`src/rtl/matrix_transpose_stream_if.sv`:
```
// Element streams of matrix_transpose_stream: row-major input and transposed/copied output.
// The slave modport is the transpose block's view; master is the producer/consumer side.
interface matrix_transpose_stream_if #(
  parameter int DATA_W = 32
);
  logic              in_valid;
  logic              in_ready;
  logic [DATA_W-1:0] in_data;
  logic              out_valid;
  logic              out_ready;
  logic [DATA_W-1:0] out_data;
  logic              out_last;

  modport slave (
    input  in_valid, in_data, out_ready,
    output in_ready, out_valid, out_data, out_last
  );

  modport master (
    output in_valid, in_data, out_ready,
    input  in_ready, out_valid, out_data, out_last
  );
endinterface

```
`src/rtl/matrix_transpose_stream.sv`:
```
// Buffers an R x C row-major element stream, then replays it transposed or unchanged.
// Define MTX_TRANSPOSE_DIMCHK_EN to reject bad dimensions with err instead of clamping them.
//
// state   | meaning
// S_IDLE  | waiting for start; rows/cols/mode latched on start
// S_LOAD  | accepting R*C elements into the buffer
// S_DRAIN | emitting R*C elements, column-major (transpose) or row-major (copy)
// S_DONE  | one-cycle done pulse, then back to S_IDLE
module matrix_transpose_stream #(
  parameter int DATA_W  = 32,
  parameter int MAX_DIM = 6,
  parameter int DIM_W   = 3
) (
  input  logic             clk,
  input  logic             rst,
  input  logic             start,
  input  logic [DIM_W-1:0] rows,
  input  logic [DIM_W-1:0] cols,
  input  logic             mode,
  matrix_transpose_stream_if.slave strm,
  output logic             busy,
  output logic             done
`ifdef MTX_TRANSPOSE_DIMCHK_EN
  ,
  output logic             err
`endif
);
  localparam int AW = 2 * DIM_W;
  localparam logic [DIM_W-1:0] DIM_MAX = DIM_W'(MAX_DIM);
  localparam logic [DIM_W-1:0] DIM_ONE = DIM_W'(1);

  localparam logic [1:0] S_IDLE  = 2'd0;
  localparam logic [1:0] S_LOAD  = 2'd1;
  localparam logic [1:0] S_DRAIN = 2'd2;
  localparam logic [1:0] S_DONE  = 2'd3;

  logic [1:0]        state;
  logic [DIM_W-1:0]  r_cnt, c_cnt;
  logic [DIM_W-1:0]  rows_q, cols_q;
  logic              mode_q;
  logic [AW-1:0]     addr;
  logic [DATA_W-1:0] mem [MAX_DIM*MAX_DIM];
  logic              in_fire, out_fire, r_end, c_end;
  logic [DIM_W-1:0]  rows_lat, cols_lat;
  logic              dim_bad;
  logic              err_q;

  // Same address formula in both phases; only the loop order differs in DRAIN.
  assign addr     = AW'(r_cnt) * AW'(MAX_DIM) + AW'(c_cnt);
  assign r_end    = (r_cnt == rows_q - DIM_ONE);
  assign c_end    = (c_cnt == cols_q - DIM_ONE);
  assign in_fire  = strm.in_valid && (state == S_LOAD);
  assign out_fire = strm.out_ready && (state == S_DRAIN);

  assign strm.in_ready  = (state == S_LOAD);
  assign strm.out_valid = (state == S_DRAIN);
  assign strm.out_data  = (state == S_DRAIN) ? mem[addr] : '0;
  assign strm.out_last  = (state == S_DRAIN) && r_end && c_end;
  assign busy           = (state != S_IDLE);
  assign done           = (state == S_DONE);

  always_comb begin
    rows_lat = rows;
    cols_lat = cols;
    dim_bad  = 1'b0;
`ifdef MTX_TRANSPOSE_DIMCHK_EN
    dim_bad = (rows == '0) || (cols == '0) || (rows > DIM_MAX) || (cols > DIM_MAX);
`else
    if (rows == '0)         rows_lat = DIM_ONE;
    else if (rows > DIM_MAX) rows_lat = DIM_MAX;
    if (cols == '0)         cols_lat = DIM_ONE;
    else if (cols > DIM_MAX) cols_lat = DIM_MAX;
`endif
  end

`ifdef MTX_TRANSPOSE_DIMCHK_EN
  assign err = err_q;
`endif

  always_ff @(posedge clk) begin
    if (rst) begin
      state  <= S_IDLE;
      r_cnt  <= '0;
      c_cnt  <= '0;
      rows_q <= DIM_ONE;
      cols_q <= DIM_ONE;
      mode_q <= 1'b0;
      err_q  <= 1'b0;
    end else begin
      err_q <= 1'b0;
      case (state)
        S_IDLE: begin
          r_cnt <= '0;
          c_cnt <= '0;
          if (start) begin
            if (dim_bad) begin
              err_q <= 1'b1;
            end else begin
              rows_q <= rows_lat;
              cols_q <= cols_lat;
              mode_q <= mode;
              state  <= S_LOAD;
            end
          end
        end
        S_LOAD: begin
          if (in_fire) begin
            if (c_end) begin
              c_cnt <= '0;
              if (r_end) begin
                r_cnt <= '0;
                state <= S_DRAIN;
              end else begin
                r_cnt <= r_cnt + DIM_ONE;
              end
            end else begin
              c_cnt <= c_cnt + DIM_ONE;
            end
          end
        end
        S_DRAIN: begin
          if (out_fire) begin
            if (mode_q) begin
              if (c_end) begin
                c_cnt <= '0;
                if (r_end) begin
                  r_cnt <= '0;
                  state <= S_DONE;
                end else begin
                  r_cnt <= r_cnt + DIM_ONE;
                end
              end else begin
                c_cnt <= c_cnt + DIM_ONE;
              end
            end else begin
              if (r_end) begin
                r_cnt <= '0;
                if (c_end) begin
                  c_cnt <= '0;
                  state <= S_DONE;
                end else begin
                  c_cnt <= c_cnt + DIM_ONE;
                end
              end else begin
                r_cnt <= r_cnt + DIM_ONE;
              end
            end
          end
        end
        default: state <= S_IDLE;
      endcase
    end
  end

  // Buffer is not reset; its contents are meaningless until a frame has loaded.
  always_ff @(posedge clk) begin
    if (in_fire) mem[addr] <= strm.in_data;
  end

endmodule
```
`src/flat_wrapper.sv`:
```
// flat-port wrapper written by rule: the top's interface ports become plain ports
module matrix_transpose_stream_flat 
#(
  parameter int DATA_W  = 32,
  parameter int MAX_DIM = 6,
  parameter int DIM_W   = 3
)
  (clk, rst, start, rows, cols, mode, busy, done, strm_in_valid, strm_in_data, strm_out_ready, strm_in_ready, strm_out_valid, strm_out_data, strm_out_last);
  matrix_transpose_stream_if #(.DATA_W(DATA_W)) strm_i ();
  input  logic clk;
  input  logic rst;
  input  logic start;
  input  logic [DIM_W-1:0] rows;
  input  logic [DIM_W-1:0] cols;
  input  logic mode;
  output logic busy;
  output logic done;
  input wire logic [$bits(strm_i.in_valid)-1:0] strm_in_valid;
  input wire logic [$bits(strm_i.in_data)-1:0] strm_in_data;
  input wire logic [$bits(strm_i.out_ready)-1:0] strm_out_ready;
  output wire logic [$bits(strm_i.in_ready)-1:0] strm_in_ready;
  output wire logic [$bits(strm_i.out_valid)-1:0] strm_out_valid;
  output wire logic [$bits(strm_i.out_data)-1:0] strm_out_data;
  output wire logic [$bits(strm_i.out_last)-1:0] strm_out_last;
  assign strm_i.in_valid = strm_in_valid;
  assign strm_i.in_data = strm_in_data;
  assign strm_i.out_ready = strm_out_ready;
  assign strm_in_ready = strm_i.in_ready;
  assign strm_out_valid = strm_i.out_valid;
  assign strm_out_data = strm_i.out_data;
  assign strm_out_last = strm_i.out_last;
  matrix_transpose_stream #(.DATA_W(DATA_W), .MAX_DIM(MAX_DIM), .DIM_W(DIM_W)) u_core (.clk(clk), .rst(rst), .start(start), .rows(rows), .cols(cols), .mode(mode), .strm(strm_i), .busy(busy), .done(done));
endmodule
```
`config.mk`:
```
export PLATFORM = sky130hd
export DESIGN_NAME = matrix_transpose_stream_flat
export DESIGN_NICKNAME = d
export VERILOG_FILES = /design/src/rtl/matrix_transpose_stream_if.sv /design/src/rtl/matrix_transpose_stream.sv /design/src/flat_wrapper.sv
export SDC_FILE = /design/constraint.sdc
export NUM_CORES = 1
export LEC_CHECK = 0
export ABC_AREA = 0
export CAP_MARGIN = 20
export CORE_UTILIZATION = 30
export CTS_CLUSTER_SIZE = 24
export DETAILED_ROUTE_END_ITERATION = 8
export PLACE_DENSITY = 0.49
export SYNTH_ARGS = -nofsm -noshare
export SYNTH_HDL_FRONTEND = slang
export SYNTH_SLANG_ARGS = --single-unit
export TNS_END_PERCENT = 30
```
`constraint.sdc`:
```
create_clock -name clk -period 12.6 [get_ports clk]
set_input_delay 3.78 -clock clk [delete_from_list [all_inputs] [get_ports clk]]
set_output_delay 3.78 -clock clk [all_outputs]
set_load 0.005 [all_outputs]
```
==> out/results.tsv <==
metric	value	unit
Die W	391	um
min cycle time layout	9.92	ns
Synth warnings	0	
Final Setup Violations	0	
Power, Total	9.57	mW
ys flop type	edfxtp_1	
FFs w/ async S/R, synth	0	%
cell mode on critical path	buf_4	
Setup CP Type	reg2out	
max-slew violations	0	
Final ANT Viol Nets	0	
Starting Density	30.3	%
largest net degree at the start of global routing	115	
Final Hold Viols	0	
crit path max fanout	42	
Clock transition at path regs	0.06	ns
area leader, netlist	edfxtp_1	
I/O Buffers	80	
number of vias per cell	5.36	
Worst setup EP type	output port	
Max IR drop VDD	0.115	mV
gpl congestion	0.776	
DP HPWL	79.8	mm
Buf/Inv on CP	4	
Pleak	16.2	nW
critical path startpoint category	flop	
final layout net count	2695	
fin crit share	78.8	%
post_cts resized	0	
data required time of the worst path	8.82	ns
relative slew slack	26.1	%
H-tree Lvls	3	
Inserted Clock Buffers	114	
outcome	finished clean	
CORE AREA	0.150	mm^2
setup bufs post-CTS	0	
post-synth top area share	76.0	%
top-count cell post-synth	edfxtp_1	
setup TNS after final layout	0	ns
mean post-synth cell area	18.2	um^2
Post-Syn Nets	2551	
P&R area growth vs syn	16.8	%
antenna violations before repair	4	
worst path arrival time	6.14	ns
Synth Area in Compound Gates	7.93	%
row cnt	142	
slowest stage cell, crit path	fa_4	
max incr delay on CP	0.90	ns
drt pass-1 iters	5	
worst slew pin tran	1.10	ns
WL/cell	30.9	um
Synth Area in Adders	0.418	%
Area contributors post-synth	edfxtp_1 76%, mux4_2 5.6%, mux2_2 1.9%, mux2i_1 1.8%, o221ai_1 1.7%	
vias	25442	
vias in the first global route	25442	
min-delay worst type	reg2reg	
CTS Buffer Depth	3	
Mapped Area	0.0455	mm^2
RSZ-0062 raised after global routing	false	
Synth Area in XOR/XNOR	0.270	%
ratio of cells with drive above 1 in the final layout	19.5	%
critical-path cell list	ha_1 -> inv_1 -> fa_4 -> buf_4 -> nand2b_2 -> buf_4 -> o221ai_1 -> o21ai_0 -> a21o_1 -> o211ai_1 -> nor4_1 -> clkdlybuf4s50_1	
routed wire length	147	mm
Fmax	101	MHz
first-pass GRT wire length	203	mm
final core utilization	35.4	%
largest family of logic cells by synthesized area	multiplexers	
Power Density	180	mW/mm^2
clock sinks	1167	
max cap viols	0	
full die area	0.153	mm^2
cells after synthesis	2493	
synthesized flop and latch total	1167	
Post-CTS Hold Buffers	0	
global-route usage over all layers	18.9	%
Synth Area in Simple Gates	3.14	%
CTS Root Cell	clkbuf_16	
Largest delay share family, worst path	buffers and inverters	
CTS tree	yes	
mux cell area share after synthesis	9.35	%
Post-synth top cells	1,152 x edfxtp_1, 125 x o22ai_1, 116 x nand2_1	
post-synthesis sequential area ratio	76.7	%
DRC viols	0	
Die Ht	391	um
Initial DRC Count	2890	
Worst Skew	0.0243	ns
Fillers	13954	
# IOs	81	
Worst-Skew Late Latency	0.73	ns
Yosys cell types	69	
gr ovfl total	0	
number of synthesized flops with an enable pin	1152	
==> flip-flops by register name (all words and copies together) (netlist names) <==
register       flops
u_core.state       2
u_core.r_cnt       3
u_core.c_cnt       3
u_core.mode_q      1
u_core.rows_q      3
u_core.mem      1152
u_core.cols_q      3
==> final timing paths <==
| check | startpoint | end | slack (ns) | depth (start not counted) |
|---|---|---|---|---|
| worst max-delay path | u_core.r_cnt[0] | strm_out_data[0] | 2.68 | 12 |
| worst max register to register | u_core.r_cnt[0] | u_core.mem[34][21] | 7.15 | 7 |
| worst min-delay path | u_core.rows_q[1] | u_core.rows_q[1] | 0.47 | 2 |
| worst min register to register | u_core.rows_q[1] | u_core.rows_q[1] | 0.47 | 2 |
==> per-layer routing <==
metal / vias up / wire [um] / track usage (%)
met5: - / 13 / 0
met4: 2 / 4420 / 6.27
met3: 237 / 10100 / 2.70
met2: 1147 / 70500 / 31.2
met1: 13550 / 61700 / 25.6
li1: 10506 / - / -
==> cell type report <==
cell class / count / area [um^2] / share of cell area [%]
antenna: 1 / 2.50 / 0.00471
clock buffer: 141 / 3020 / 5.68
clock inverter: 71 / 666 / 1.25
inverter: 19 / 71.3 / 0.134
multi-input combinational: 1147 / 9940 / 18.7
sequential: 1167 / 34900 / 65.7
tap: 2016 / 2520 / 4.75
timing repair buffer: 188 / 2000 / 3.77
==> through the flow <==
| step | hold WS (ns) | std cells | area [um^2] | worst slack (ns) |
|---|---|---|---|---|
| final | 0.468 | 4750 | 53100 | 2.68 |
| after floorplan | 0.436 | 2493 | 45500 | 6.16 |
| after global routing | 0.485 | 4749 | 53100 | 2.39 |
| after detailed placement | 0.465 | 4517 | 49000 | 3.37 |
| after CTS | 0.475 | 4729 | 52700 | 2.55 |
| after global placement | 0.450 | 4510 | 48900 | 3.23 |
==> cells by family after synthesis <==
| kind of cell | Yosys count |
|---|---|
| compound gates | 534 |
| simple gates | 315 |
| buf+inv | 179 |
| fa+ha+maj | 14 |
| mux | 274 |
| xor+xnor | 10 |
| flops | 1167 |
==> power by group <==
| part | internal, mW | switching, mW | leakage, nW | total, mW |
|---|---|---|---|---|
| Sequential | 4.30 | 0.0391 | 10.5 | 4.34 |
| Clock | 1.94 | 1.47 | 1.80 | 3.41 |
| Combinational | 0.669 | 1.15 | 3.91 | 1.82 |
==> cells in the final DEF, fill, tap and decap left out, types with 24 or more instances in the layout <==
cell type	synthesis	routed
edfxtp_1	1152	1152
nand2_1	116	113
nor2_1	109	73
mux2i_1	83	83
mux4_2	113	113
clkdlybuf4s50_1	0	78
o21ai_0	102	102
nor2_4	0	36
clkbuf_16	0	124
clkinv_1	0	31
o22ai_1	125	125
clkbuf_1	33	24
o221ai_1	90	90
a21oi_1	92	91
buf_4	41	79
mux2_2	78	78
==> tightest hold or removal path: cells and delay by family (launching register included) <==
family	cells	cell delay [ns]
flip-flops	1	0.31
AND/OR/NAND/NOR	1	0.05
AO/OA/AOI/OAI	1	0.06
(Power assumes the default switching activity.)
==> RTL edit 1, RTL diff (same settings) <==
Reset style: asynchronous (`rst`), changed in one clocked block.
--- a/src/rtl/matrix_transpose_stream.sv
+++ b/src/rtl/matrix_transpose_stream.sv
@@ -77,7 +77,7 @@
   assign err = err_q;
 `endif
 
-  always_ff @(posedge clk) begin
+  always_ff @(posedge clk or posedge rst) begin
     if (rst) begin
       state  <= S_IDLE;
       r_cnt  <= '0;
Formal check against the unedited RTL: differs if rst is asserted again (counterexample within 4 cycles, from zero or initial values and one cycle with rst high); with rst held inactive, the same outputs for 4 cycles.
==> RTL edit 1 against the original RTL <==
Wire length grew 0.43%; worst setup slack got worse by 0.50 ns; utilization grew 0.38 points; area after synthesis rose by 0.58%; die area grew 0.58%; register-to-register slack got worse by 0.87 ns; synthesized cell count decreased by 3.0%; total power up 20%; hold slack better by 0.039 ns; non-clock buffer count rose by 1; global-route usage rose by 0.18 points; sequential cell count stayed put; final area increased by 1.4%.
==> RTL edit 1: results (changes against the original RTL) <==
* Run status: finished clean
* Synth top cells by count: edfxtp_1 (1152), nor2_1 (157), mux4_2 (148)
* DRC errors left at 0 (unchanged)
* Antenna violations before repair at 7 (+3)
* P_leak at 16.86 nW (+4.1%)
* Number of H-tree levels at 4 (+1)
* Largest net degree at the start of global routing at 113 (-1.7%)
* Iter 0 DRT Violations at 3529 (+22%)
* Max FFs per register at 1152 (unchanged)
* EDFF count, synth at 1152 (unchanged)
* Synth unique cells at 79 (+14%)
* Reg-to-reg slack, setup at 6.28 ns (-0.87 ns)
* Compound-Gate Fraction of Synth Area at 0.06592 (-0.01334)
* Detailed Route WL at 147400 um (+0.43%)
* First-pass GRT wire length at 203100 um (+0.26%)
* Xor/xnor share of the synthesized area at 0.002652 (-0.00004296)
* Fin Hold WS at 0.5064 ns (+0.03854 ns)
* Total vias in the final route at 25190 (-1.0%)
* Clk_lat worst skew at 0.76 ns (+0.03 ns)
* Hpwl dp at 78780 um (-1.3%)
* Pre-antenna DRT Iters at 5 (unchanged)
* Final Skew at 0.03553 ns (+0.01121 ns)
* Max-Cap Viols at 0 (unchanged)
* Crit-path leading delay family: buffers and inverters
* HP Class: reg -> reg
* Async SR Flop Fraction at 0.01285 (+0.01285)
* Largest Register: u_core.mem
* Crit path arrival time at 6.64 ns (+0.50 ns)
* Routed met3 length at 11860 um (+17%)
* Cts bufs inserted at 130 (+14%)
* Slew @ Worst Pin at 1.185 ns (+0.08751 ns)
* Met1 WL at 62440 um (+1.3%)
* Net Count, Synth at 2477 (-2.9%)
* Worst vdd ir at 194.2 uV (+69%)
* Mux contribution to synthesized area at 0.1114 (+0.01789)
* Placed cell area at 0.04929 sq mm (+0.60%)
* Slowest stage delay, CP at 1.13 ns (+0.23 ns)
* Sequential area share after synthesis at 0.7642 (-0.002750)
* Crit-path slowest cell: fa_4
* Crit path max fanout at 112 (+170%)
* Fraction of layout instances using a drive strength above 1 at 0.2245 (+0.02952)
* Syn. warnings at 0 (unchanged)
* Routability cong. at 0.7911 (+1.9%)
* Total track usage at 0.1910 (+0.001788)
* Clock transition at the registers of the reported paths at 0.05 ns
* Postcts setup bufs at 0 (unchanged)
* Uppermost layer routed: met5
* Port Buf Inserts at 80 (unchanged)
* Deepest clock path buffer count at 3 (unchanged)
* # resized after CTS at 0 (unchanged)
* Layout Nets at 2647 (-1.8%)
* Post-Synth Adder-Cell Area at 0.004156 (-0.00002423)
* Met2 Wirelength at 68710 um (-2.6%)
* Top cells by area, synth: edfxtp_1 (76%), mux4_2 (7.3%), mux2_2 (2.6%), o221ai_1 (1.6%), o22ai_1 (1.4%)
* CTS root buf: clkbuf_16
[RTL edit 1: cell types whose count changed in the layout (fill, tap and decap cells not counted), sizes merged, moves of 13 or more]
cell,change
nand2,-36
mux2,+28
nor2,+48
a21oi,-46
mux4,+35
dfxtp,-15
clkbuf,+28
dfrtp,+13
o22ai,-25
o21ai,-64
o211ai,-19
mux2i,-26
[RTL edit 1: layer usage]
metal  vias to the layer above  GRT usage
li1                      10310          -
met1                     13450     0.2595
met2                      1159     0.3013
met3                       257    0.04513
met4                        12    0.06056
met5                         -          0
[RTL edit 1: worst paths after layout]
check | startpoint | to | depth (start not counted)
min in group asynchronous | rst | u_core.cols_q[2] | 2
max in group asynchronous | rst | u_core.c_cnt[0] | 2
worst min register to register | u_core.cols_q[0] | u_core.cols_q[0] | 2
worst max-delay path | u_core.r_cnt[0] | strm_out_data[13] | 11
worst max register to register | u_core.r_cnt[0] | u_core.mem[19][17] | 10
worst min-delay path | u_core.cols_q[0] | u_core.cols_q[0] | 2
[RTL edit 1: final cells by class]
| cell class | instances | area, sq um |
|---|---|---|
| timing repair buffer | 189 | 2078 |
| clock buffer | 170 | 3582 |
| multi-input combinational | 1077 | 10190 |
| fill | 14130 | 96780 |
| clock inverter | 54 | 436.7 |
| antenna | 2 | 5.005 |
| tap | 2016 | 2522 |
| sequential | 1167 | 34970 |
| inverter | 24 | 92.59 |
[RTL edit 1: power by group]
part	switching [mW]	internal (mW)	leakage, nW
logic	2.08	1.31	4.35
clock network	1.50	2.13	1.97
registers	0.0653	4.34	10.5
[RTL edit 1: through the flow]
stage | cells | setup WS, ns
2_1_floorplan | 2419 | 6.018
3_3_place_gp | 4445 | 2.979
3_5_place_dp | 4449 | 3.068
4_1_cts | 4673 | 2.230
5_1_grt | 4697 | 1.964
6_report | 4699 | 2.178
==> RTL edit 2, RTL diff (same settings) <==
Made on the original files. `DIM_W` is set to 3 in 2 places; all go to 6.
--- a/src/rtl/matrix_transpose_stream.sv
+++ b/src/rtl/matrix_transpose_stream.sv
@@ -9,7 +9,7 @@
 module matrix_transpose_stream #(
   parameter int DATA_W  = 32,
   parameter int MAX_DIM = 6,
-  parameter int DIM_W   = 3
+  parameter int DIM_W   = 6
 ) (
   input  logic             clk,
   input  logic             rst,
--- a/src/flat_wrapper.sv
+++ b/src/flat_wrapper.sv
@@ -3,7 +3,7 @@
 #(
   parameter int DATA_W  = 32,
   parameter int MAX_DIM = 6,
-  parameter int DIM_W   = 3
+  parameter int DIM_W   = 6
 )
   (clk, rst, start, rows, cols, mode, busy, done, strm_in_valid, strm_in_data, strm_out_ready, strm_in_ready, strm_out_valid, strm_out_data, strm_out_last);
   matrix_transpose_stream_if #(.DATA_W(DATA_W)) strm_i ();
Interface: changed (resized cols and rows); port bits go from 81 to 87. The function was not compared with the original's and may differ.
==> RTL edit 2 against the original RTL <==
The run now ends with DRC left; via count increased by 5.8%; worst setup slack got worse by 0.22 ns; hold slack improved by 0.029 ns; critical path depth decreased by 2; die area increased by 2.6%; area after synthesis increased by 2.6%; sequential cell count increased by 12; wire length increased by 6.4%; global-route usage increased by 0.65 points; total power increased by 0.13%; final area increased by 2.3%.
==> RTL edit 2: results (changes against the original RTL) <==
* Run status: finished, violations left
* Failing checks: DRC
* Hold Path End: u_core.rows_q[5]
* Tap Cells at 2044 (+1.4%)
* Place WS at 3.251 ns (-0.1185 ns)
* Hpwl dp at 87930 um (+10%)
* Multi-input gate share of total cell area at 0.1985 (+0.01139)
* Total track usage at 0.1957 (+0.006503)
* Hold depth at 1 (-1)
* Synth top cells by count: edfxtp_1 (1152), mux2_2 (149), o22ai_1 (140)
* Pre-antenna DRT Iters at 8 (+3)
* Core Util, Final at 0.3522 (-0.001576)
* Seq/total area at 0.6468 (-0.01017)
* Placed cell area at 0.05047 sq mm (+3.0%)
* Clock tree cell share of total cell area at 0.06772 (-0.001632)
* Reg-to-reg slack, setup at 6.76 ns (-0.39 ns)
* CTS sink count at 1179 (+1.0%)
* Dpl cells at 4620 (+2.3%)
* Slew @ Worst Pin at 1.292 ns (+0.1944 ns)
* Pint at 6.841 mW (-0.95%)
* Signal buf overhead at 0.03798 (+0.0002918)
* Routability cong. at 0.8167 (+5.2%)
* Inverters at 24 (+5)
* Cts bufs inserted at 119 (+4.4%)
* Crit path max fanout at 40 (-4.8%)
* Layout Nets at 2773 (+2.9%)
* Slowest stage delay, CP at 1.15 ns (+0.25 ns)
* Top cells by area, synth: edfxtp_1 (74%), mux4_2 (5.3%), mux2_2 (3.6%), o22ai_1 (1.9%), o221ai_1 (1.7%)
* Vias per inst at 5.542 (+3.5%)
* DRC errors left at 22 (+22)
* Multi-input gates at 1161 (+1.2%)
* Site Rows at 144 (+1.4%)
* Antenna violations before repair at 9 (+5)
* Iter 0 DRT Violations at 3425 (+19%)
* Fin Hold WS at 0.4973 ns (+0.02945 ns)
* Net Count, Synth at 2607 (+2.2%)
* Port Buf Inserts at 86 (+7.5%)
* Worst vdd ir at 144.8 uV (+26%)
* P_leak at 16.63 nW (+2.7%)
* Hold path start: u_core.rows_q[5]
* Fraction of layout instances using a drive strength above 1 at 0.2221 (+0.02712)
* Crit-path slowest cell: a2111oi_0
* Vias in the first global route at 26870 (+5.6%)
* Largest net degree at the start of global routing at 87 (-24%)
* Fin cells at 4857 (+2.3%)
* # clk buffers at 147 (+4.3%)
* Cell count after synthesis at 2540 (+1.9%)
* Synth unique cells at 72 (+4.3%)
* Diode count at 4 (+3)
* First-pass GRT wire length at 215900 um (+6.6%)
-- RTL edit 2: cell count changes after synthesis, sizes merged, moves of 33 or more --
cell     unedited run  this run
mux2               78       149
nand2             117        66
a21oi              93        25
o21ai             103        70
nor2              109        63
a2111oi             4        42
-- RTL edit 2: cell families after synthesis --
logic type | after synthesis | synth area share
buffers and inverters | 200 | 0.02458
XOR/XNOR | 24 | 0.004825
adder cells (fa/ha/maj) | 19 | 0.005308
AND/OR/NAND/NOR | 287 | 0.03080
flip-flops | 1179 | 0.7527
AO/OA/AOI/OAI | 521 | 0.08181
multiplexers | 310 | 0.09996
-- RTL edit 2: power groups by stage --
stage / sequential, mW / combinational (mW) / clock, mW
floorplan: 4.44 / 1.08 / 0
global route: 4.36 / 1.92 / 3.57
finish: 4.36 / 1.84 / 3.38
detailed placement: 4.45 / 1.82 / 0
CTS: 4.36 / 1.83 / 3.42
global placement: 4.44 / 1.82 / 0
-- RTL edit 2: per-layer routing --
layer,up-vias,wire (um),global-route usage
met4,4,3801,0.04640
met3,234,14460,0.04974
met1,14290,65400,0.2690
met2,1440,72520,0.3092
li1,10950,-,-
met5,-,27,0
-- RTL edit 2: how the worst max path moves through the flow --
stage	start	end	slack [ns]	cells after the start
final	u_core.r_cnt[0]	strm_out_data[21]	2.45	10
after global placement	u_core.r_cnt[0]	strm_out_data[14]	3.29	10
after global routing	u_core.r_cnt[0]	strm_out_data[7]	2.29	12
after CTS	u_core.r_cnt[0]	strm_out_data[14]	2.42	10
after detailed placement	u_core.r_cnt[0]	strm_out_data[14]	3.25	10
after floorplan	u_core.r_cnt[0]	strm_out_data[16]	5.90	11
